### config.mk
export PLATFORM = sky130hd
export DESIGN_NAME = alu_arbiter
export DESIGN_NICKNAME = d
export VERILOG_FILES = /design/src/rtl/alu_arb_pkg.sv /design/src/rtl/ALU.sv /design/src/rtl/rr_arb2.sv /design/src/rtl/alu_arbiter.sv
export SDC_FILE = /design/constraint.sdc
export NUM_CORES = 1
export LEC_CHECK = 0
export ABC_AREA = 1
export CAP_MARGIN = 30
export CORE_MARGIN = 10
export CORE_UTILIZATION = 35
export CTS_CLUSTER_DIAMETER = 80
export DETAILED_ROUTE_END_ITERATION = 10
export RECOVER_POWER = 25
export SLEW_MARGIN = 20
export SYNTH_ARGS = -nofsm -noshare
export SYNTH_HDL_FRONTEND = slang
export SYNTH_HIERARCHICAL = 1
export SYNTH_SLANG_ARGS = --single-unit
### constraint.sdc
create_clock -name clk -period 4.8 [get_ports clk]
set_input_delay 0.48 -clock clk [delete_from_list [all_inputs] [get_ports clk]]
set_output_delay 0.48 -clock clk [all_outputs]
set_load 0.05 [all_outputs]
### src/rtl/alu_arb_pkg.sv
// rtl/alu_arb_pkg.sv - shared types and ALU op codes for the ALU arbiter
//
// Purpose: FSM state encoding and ALU op-code constants used by ALU and
//          alu_arbiter.
// Ports:   none (package).
package alu_arb_pkg;

  typedef enum logic [1:0] {
    IDLE = 2'd0,
    EXEC = 2'd1,
    RESP = 2'd2
  } state_t;

  localparam logic [3:0] OP_ADD   = 4'b0000;
  localparam logic [3:0] OP_SLL   = 4'b0001;
  localparam logic [3:0] OP_SLT   = 4'b0010;
  localparam logic [3:0] OP_SLTU  = 4'b0011;
  localparam logic [3:0] OP_XOR   = 4'b0100;
  localparam logic [3:0] OP_SRL   = 4'b0101;
  localparam logic [3:0] OP_OR    = 4'b0110;
  localparam logic [3:0] OP_AND   = 4'b0111;
  localparam logic [3:0] OP_SUB   = 4'b1100;
  localparam logic [3:0] OP_SRA   = 4'b1101;
  localparam logic [3:0] OP_PASSB = 4'b1111;

endpackage

### src/rtl/ALU.sv
// rtl/ALU.sv - 32-bit combinational ALU with 4-bit op select
//
// Purpose: computes one result from two operands; unknown op codes give 0.
// Ports:   operand_a, operand_b (32) in; alu_sel (4) in; alu_res_o (32) out.
module ALU
  import alu_arb_pkg::*;
(
  input  logic [31:0] operand_a,
  input  logic [31:0] operand_b,
  input  logic [3:0]  alu_sel,
  output logic [31:0] alu_res_o
);

  always_comb begin
    alu_res_o = 32'd0;
    case (alu_sel)
      OP_ADD:   alu_res_o = operand_a + operand_b;
      OP_SLL:   alu_res_o = operand_a << operand_b[4:0];
      OP_SLT:   alu_res_o = {31'd0, $signed(operand_a) < $signed(operand_b)};
      OP_SLTU:  alu_res_o = {31'd0, operand_a < operand_b};
      OP_XOR:   alu_res_o = operand_a ^ operand_b;
      OP_SRL:   alu_res_o = operand_a >> operand_b[4:0];
      OP_OR:    alu_res_o = operand_a | operand_b;
      OP_AND:   alu_res_o = operand_a & operand_b;
      OP_SUB:   alu_res_o = operand_a - operand_b;
      OP_SRA:   alu_res_o = $unsigned($signed(operand_a) >>> operand_b[4:0]);
      OP_PASSB: alu_res_o = operand_b;
      default:  alu_res_o = 32'd0;
    endcase
  end

endmodule

### src/rtl/rr_arb2.sv
// rtl/rr_arb2.sv - combinational 2-way round-robin grant
//
// Purpose: grants one of two requesters; on contention the one that did not
//          win last time is chosen.
// Ports:   req (2) in; last_owner (1) in; en (1) in; gnt (2) out, one-hot or 0.
module rr_arb2 (
  input  logic [1:0] req,
  input  logic       last_owner,
  input  logic       en,
  output logic [1:0] gnt
);

  always_comb begin
    gnt = 2'b00;
    if (en) begin
      case (req)
        2'b01:   gnt = 2'b01;
        2'b10:   gnt = 2'b10;
        2'b11:   gnt = last_owner ? 2'b01 : 2'b10;
        default: gnt = 2'b00;
      endcase
    end
  end

endmodule

### src/rtl/alu_arbiter.sv
// rtl/alu_arbiter.sv - two-requester front end time-sharing one ALU
//
// Purpose: round-robin arbitration between two clients, operand latch,
//          one execute cycle, then a held per-requester result handshake.
// Ports:   clk, rst (async, active high);
//          rN_valid/rN_ready, rN_a, rN_b (32), rN_sel (4)  request side;
//          rN_res_valid/rN_res_ready, rN_res (32)           response side;
//          busy  high in EXEC or RESP.
module alu_arbiter
  import alu_arb_pkg::*;
#(
  parameter int FIRST_PRIO = 0
) (
  input  logic        clk,
  input  logic        rst,
  input  logic        r0_valid,
  output logic        r0_ready,
  input  logic [31:0] r0_a,
  input  logic [31:0] r0_b,
  input  logic [3:0]  r0_sel,
  output logic        r0_res_valid,
  input  logic        r0_res_ready,
  output logic [31:0] r0_res,
  input  logic        r1_valid,
  output logic        r1_ready,
  input  logic [31:0] r1_a,
  input  logic [31:0] r1_b,
  input  logic [3:0]  r1_sel,
  output logic        r1_res_valid,
  input  logic        r1_res_ready,
  output logic [31:0] r1_res,
  output logic        busy
);

  localparam logic LAST_OWNER_RST = (FIRST_PRIO == 0) ? 1'b1 : 1'b0;

  state_t      state_q;
  logic        owner_q;
  logic        last_owner_q;
  logic [31:0] a_q;
  logic [31:0] b_q;
  logic [3:0]  sel_q;
  logic [31:0] res_q;
  logic [31:0] alu_res;
  logic [1:0]  gnt;
  logic        owner_res_ready;
  logic        eligible;
  logic        accept;
  logic        win;

  // A new accept may overlap the final RESP cycle once the owner drains.
  assign owner_res_ready = owner_q ? r1_res_ready : r0_res_ready;
  assign eligible = !rst && ((state_q == IDLE) ||
                             ((state_q == RESP) && owner_res_ready));

  rr_arb2 u_arb (
    .req        ({r1_valid, r0_valid}),
    .last_owner (last_owner_q),
    .en         (eligible),
    .gnt        (gnt)
  );

  assign accept   = |gnt;
  assign win      = gnt[1];
  assign r0_ready = gnt[0];
  assign r1_ready = gnt[1];

  ALU u_alu (
    .operand_a (a_q),
    .operand_b (b_q),
    .alu_sel   (sel_q),
    .alu_res_o (alu_res)
  );

  always_ff @(posedge clk or posedge rst) begin
    if (rst) begin
      state_q      <= IDLE;
      owner_q      <= 1'b0;
      last_owner_q <= LAST_OWNER_RST;
      a_q          <= 32'd0;
      b_q          <= 32'd0;
      sel_q        <= 4'd0;
      res_q        <= 32'd0;
    end else begin
      if (accept) begin
        owner_q      <= win;
        last_owner_q <= win;
        a_q          <= win ? r1_a   : r0_a;
        b_q          <= win ? r1_b   : r0_b;
        sel_q        <= win ? r1_sel : r0_sel;
      end
      case (state_q)
        IDLE: if (accept) state_q <= EXEC;
        EXEC: begin
          res_q   <= alu_res;
          state_q <= RESP;
        end
        RESP: if (owner_res_ready) state_q <= accept ? EXEC : IDLE;
        default: state_q <= IDLE;
      endcase
    end
  end

  // Response flags come straight from registered state, so no input reaches them.
  assign r0_res_valid = (state_q == RESP) && !owner_q;
  assign r1_res_valid = (state_q == RESP) &&  owner_q;
  assign r0_res       = res_q;
  assign r1_res       = res_q;
  assign busy         = (state_q != IDLE);

endmodule
Yosys cells after proc, flatten, opt, wreduce, memory -nomap -nowiden
Index checks and enable logic that the tools add are counted.
{"block": "op_classes", "add_sub_neg": 2, "magnitude_cmp": 2, "eq_ne": 17, "shift": 3, "n_mux": 12, "bitwise": 3, "reduce_logical": 12}
{"op": "$pmux W32 S11", "count": 1}
{"op": "$lt A32 B32 Y1", "count": 2}
{"op": "$mux W32", "count": 2}
{"op": "$add A32 B32 Y32", "count": 1}
{"op": "$and A32 B32 Y32", "count": 1}
{"op": "$or A32 B32 Y32", "count": 1}
{"op": "$shl A32 B5 Y32", "count": 1}
{"op": "$shr A32 B5 Y32", "count": 1}
{"op": "$sshr A32 B5 Y32", "count": 1}
{"op": "$sub A32 B32 Y32", "count": 1}
{"op": "$xor A32 B32 Y32", "count": 1}
{"op": "$eq A4 B3 Y1 const B", "count": 4}
{"op": "$eq A4 B4 Y1 const B", "count": 3}
{"op": "$pmux W2 S3", "count": 2}
{"op": "$eq A4 B2 Y1 const B", "count": 2}
{"op": "$mux W2", "count": 4}
{"op": "$eq A2 B2 Y1 const B", "count": 3}
{"op": "$eq A2 B1 Y1 const B", "count": 2}
{"op": "$eq A4 B1 Y1 const B", "count": 1}
{"op": "$logic_and A1 B1 Y1", "count": 4}
{"op": "$logic_not A4 Y1", "count": 1}
{"op": "$mux W4", "count": 1}
{"op": "$ne A2 B2 Y1 const B", "count": 2}
{"op": "$logic_not A1 Y1", "count": 2}
{"op": "other kinds (6)", "count": 7}
{"block": "word_totals", "reg_bits": 104, "in_bits": 142}

Longest topological paths before layout
{"block": "depth", "depth_word": 9, "ltp_mapped": 20, "mapped_depth_nobuf": 18}

Cells and area by module
The synthesis kept the hierarchy.
{"module": "ALU", "instances": 1, "cells_each": 2155, "area_each_um2": 10482.6}
{"module": "alu_arbiter", "instances": 1, "cells_each": 564, "area_each_um2": 4625.7}
{"module": "rr_arb2", "instances": 1, "cells_each": 5, "area_each_um2": 21.3}

Worst setup path before layout
No wires, ideal clock.
{"block": "synth_timing", "path_kind": "input-to-reg", "from": "input port r1_res_ready", "to": "register b_q[4]", "arrival_time_ns": 2.413, "t_required_ns": 4.676, "slack_ns": 2.262, "stages": 12, "cell_sequence": "nand2_1 > nand3_1 > nand2_1 > inv_1 > nand2_1 > a21oi_1 > buf_4 > nor2_4 > buf_2 > buf_4 > nand2_1 > nand3_1"}
{"block": "synth_between", "elab_chain_len": 6}
{"element": "start: declaration", "line": "alu_arbiter.sv:30", "text": "input logic r1_res_ready,"}
{"element": "$mux W1 *", "line": "alu_arbiter.sv:52", "text": "assign owner_res_ready = owner_q ? r1_res_ready : r0_res_ready;"}
{"element": "$logic_and A1 B1 Y1 *", "line": "alu_arbiter.sv:54", "text": "((state_q == RESP) && owner_res_ready));"}
{"element": "$logic_or A1 B1 Y1 *", "line": "alu_arbiter.sv:53", "text": "assign eligible = !rst && ((state_q == IDLE) ||"}
{"element": "$logic_and A1 B1 Y1 *", "line": "alu_arbiter.sv:53"}
{"element": "via eligible", "line": "alu_arbiter.sv:47", "text": "logic eligible;"}
{"element": "$mux W2 *", "line": "rr_arb2.sv:15", "text": "if (en) begin"}
{"element": "via r1_ready", "line": "alu_arbiter.sv:25", "text": "output logic r1_ready,"}
{"element": "$mux W32 or $reduce_or A2 Y1 (tied branches)", "line": "alu_arbiter.sv:89, alu_arbiter.sv:63"}
{"element": "end signal: assignment", "line": "alu_arbiter.sv:89", "text": "b_q <= win ? r1_b : r0_b;"}
{"element": "end: declaration", "line": "alu_arbiter.sv:41", "text": "logic [31:0] b_q;"}
Mark *: on every way through the listed nets, which the timed path passes. The rest lies on a longest branch.
A chain may end at the register's enable or synchronous reset.

==> flow_metrics.py <==
metrics = {
    "status": {
        "status": "complete, but fails checks",
        "violations": "max-capacitance violations, max-slew violations",
    },
    "drt": {
        "num_vias": 19100,
        "drt_wl_total_mm": 76.0,
        "drt-vias-per-instance": 5.62,
        "drt-initial-drc-count": 2553,
        "drt-wirelength-per-cell_um": 22.3,
        "post-route-drc-count": 0,
        "drt_first_pass_iters": 8,
        "antenna_left": 0,
    },
    "setup_path": {
        "critPathKind": "in -> async",
        "rr_startpoint": "a_q[0]$_DFFE_PP0P_",
        "endpoint_kind": "async pin",
        "start_kind": "primary input",
        "required_ns": 4.77,
        "r2r-end": "r0_res[0]$_DFFE_PP0N_",
        "rr_worst_depth": 17,
        "reg2reg_setup_slack_ns": 1.49,
        "crit_fanout": 42,
        "cp.arrival_ns": 3.33,
    },
    "yosys": {
        "yosys_warnings": 6,
        "yosys.cell_count.top_type": "nand2_1",
        "synth_area_leader_cell": "nand2_1",
        "syn_inst": 2724,
        "synthTopCellsByCount": "nand2_1 (983), nand3_1 (581), inv_1 (291)",
        "syn-cell-area_um2": 15100,
        "yosys-top-cells-area": "nand2_1 (24%), nand3_1 (19%), dfrtp_1 (17%), ha_1 (8.4%), inv_1 (7.2%)",
        "ys_seq_area_share_pct": 17.2,
        "synth_ff_type": "dfrtp_1",
        "ys_types": 49,
        "ys_seq_elements": 104,
        "async_flop_share_pct": 100,
        "synth_top_area_share_pct": 24.4,
        "synth_edf_count": 0,
        "synth_nets": 2970,
        "avgSynthCellArea_um2": 5.55,
    },
    "floorplanning": {
        "pin_count": 211,
        "rows": 76,
        "chipHeight_um": 228,
        "dieArea_um2": 51900,
        "die_w_um": 228,
        "start_util_pct": 35.3,
        "core_area_um2": 42900,
    },
    "timing": {
        "rsz0062_at_grt": "false",
        "maxSlewHeadroom_pct": -66.6,
        "setup_viol": 0,
        "tightest_slew_ns": 2.50,
        "max_clock_freq_ghz": 0.298,
        "drv_slew": 43,
        "hold_viol_final": 0,
        "finalSetupTns_ns": 0,
        "min_period_over_period_pct": 70.0,
        "fin_crit_ns": 3.36,
        "clock_skew_ns": 0.0244,
    },
    "power": {
        "cellPowerDensity_nw_per_um2": 871,
        "intPower_w": 0.00509,
        "comb_power_share_pct": 81.0,
        "power.switching_w": 0.0102,
        "power_frac_clock_pct": 5.5,
        "seqPwrFrac_pct": 13.6,
        "p_total_w": 0.0153,
        "irDropWorstVdd_uv": 281,
        "p_sw_share_pct": 66.7,
        "p_leak_nw": 8.98,
    },
    "cts": {
        "postCtsSetupBuffers": 0,
        "ctsResizeCount": 0,
        "cts_root_buf": "clkbuf_16",
        "htree_levels": 3,
        "postCtsHoldBufs": 0,
        "numClockSinks": 104,
        "clk_latency_ns": 0.40,
        "numCtsBuffers": 9,
        "tritoncts": "done",
        "clkTransAtPathRegs_ns": 0.08,
        "clk_path_buf_depth": 2,
    },
    "worst_hold_path": {
        "hp-class": "reg -> reg",
        "hold-path-endpoint": "r0_res[7]$_DFFE_PP0N_",
        "holdPathStages": 2,
        "min_from": "r0_res[7]$_DFFE_PP0N_",
    },
    "global_route": {
        "first_global_vias": 17900,
        "grt_use_total_pct": 27.9,
        "grt_pass1_wl_mm": 112,
        "antenna_found_initial": 3,
        "grt_max_degree": 80,
        "grt-ovfl-total": 0,
    },
    "placement": {
        "port-buffer-count": 210,
        "place_congestion": 1.11,
        "dp_cells": 3383,
        "dpl.hpwl_mm": 61.6,
    },
    "final_layout": {
        "num-fill-cells": 4743,
        "layout-drive-gt1-share_pct": 3.09,
        "nNetsFinal": 3056,
        "area_delta_synth_final_pct": 16.1,
        "multi_input_area_um2": 10400,
        "diodes": 0,
        "seqCellArea_um2": 2610,
        "fin_cells": 3400,
    },
    "flow_run": {
        "max-cap-violations": 1,
    },
}
area by class of cell:
type,instances,area share (%)
Sequential cell,104,14.9
Multi-Input combinational cell,2149,59.3
Inverter,305,6.56
Clock inverter,7,0.549
Clock buffer,9,1.28
Tap cell,585,4.17
Timing Repair Buffer,241,13.3
kinds of logic after synthesis:
group / synth area share, %
fa+ha+maj: 8.70
compound gates: 7.82
xor+xnor: 0.174
flops: 17.2
buf+inv: 14.1
simple gates: 52.0
sequential cells by signal, indices dropped and copies added, names as in the netlist:
name / count
last_owner_q: 1
r0_res: 32
sel_q: 4
state_q: 2
a_q: 32
owner_q: 1
b_q: 32
metrics by stage:
stage	setup WS [ns]	utilization, %	instance area, um^2	hold WS [ns]
3_3_place_gp	1.70	40.1	17200	0.474
4_1_cts	1.63	40.9	17600	0.350
6_report	1.44	40.9	17600	0.496
3_5_place_dp	1.64	40.2	17200	0.483
2_1_floorplan	1.59	-	15100	0.451
5_1_grt	0.842	40.9	17600	0.520
worst max-delay path by stage:
stage	start	endpoint	slack (ns)	cells after the start
3_5_place_dp	b_q[2]$_DFFE_PP0P_	r0_res[3]$_DFFE_PP0N_	1.64	11
5_1_grt	rst	r0_res[15]$_DFFE_PP0N_	0.84	3
6_report	rst	r0_res[15]$_DFFE_PP0N_	1.44	3
2_1_floorplan	rst	a_q[0]$_DFFE_PP0P_	1.59	1
4_1_cts	b_q[2]$_DFFE_PP0P_	r0_res[3]$_DFFE_PP0N_	1.63	11
3_3_place_gp	b_q[2]$_DFFE_PP0P_	r0_res[3]$_DFFE_PP0N_	1.70	11
cells in the final DEF (no fill, tap or decap), types with 3 or more instances in the layout:
cell / Yosys / routed
ha_1: 102 / 102
o211ai_1: 14 / 14
xor2_1: 3 / 3
dfrtp_2: 0 / 3
o21ai_1: 7 / 7
nand2_1: 983 / 982
o2111ai_1: 3 / 3
and2_1: 9 / 9
clkbuf_16: 0 / 9
buf_4: 50 / 28
o21ai_0: 58 / 58
nand3_1: 581 / 581
inv_1: 291 / 290
clkdlybuf4s50_1: 0 / 209
inv_2: 11 / 11
nand4_1: 31 / 31
a21oi_1: 73 / 72
dfrtp_1: 103 / 100
nor3_1: 21 / 21
nor2_2: 6 / 5
nor2_4: 3 / 4
o22ai_1: 34 / 34
nor2_1: 180 / 180
o221ai_1: 3 / 3
o21bai_1: 10 / 10
nand3b_1: 4 / 4
metal layers:
metal / routed length, um / part of all wire (%) / track usage [%]
met2: 33300 / 44 / 44.1
met3: 8060 / 11 / 6.43
met5: 37 / 0.049 / 0
met4: 3140 / 4.1 / 10.8
met1: 31400 / 41 / 36.2
power by group through the flow:
stage | registers (W) | clock network [W] | logic (W)
6_report | 0.00208 | 0.000833 | 0.0124
5_1_grt | 0.00211 | 0.000877 | 0.0134
4_1_cts | 0.00206 | 0.000858 | 0.0120
3_5_place_dp | 0.00208 | 0 | 0.0119
3_3_place_gp | 0.00206 | 0 | 0.0119
2_1_floorplan | 0.00192 | 0 | 0.00819
critical path, stage by stage:
cell and delay (ns):
dlygate4sd3_1 0.57, clkinvlp_2 0.41, clkbuf_1 1.81
No activity file was read; power rests on OpenSTA's default activity.
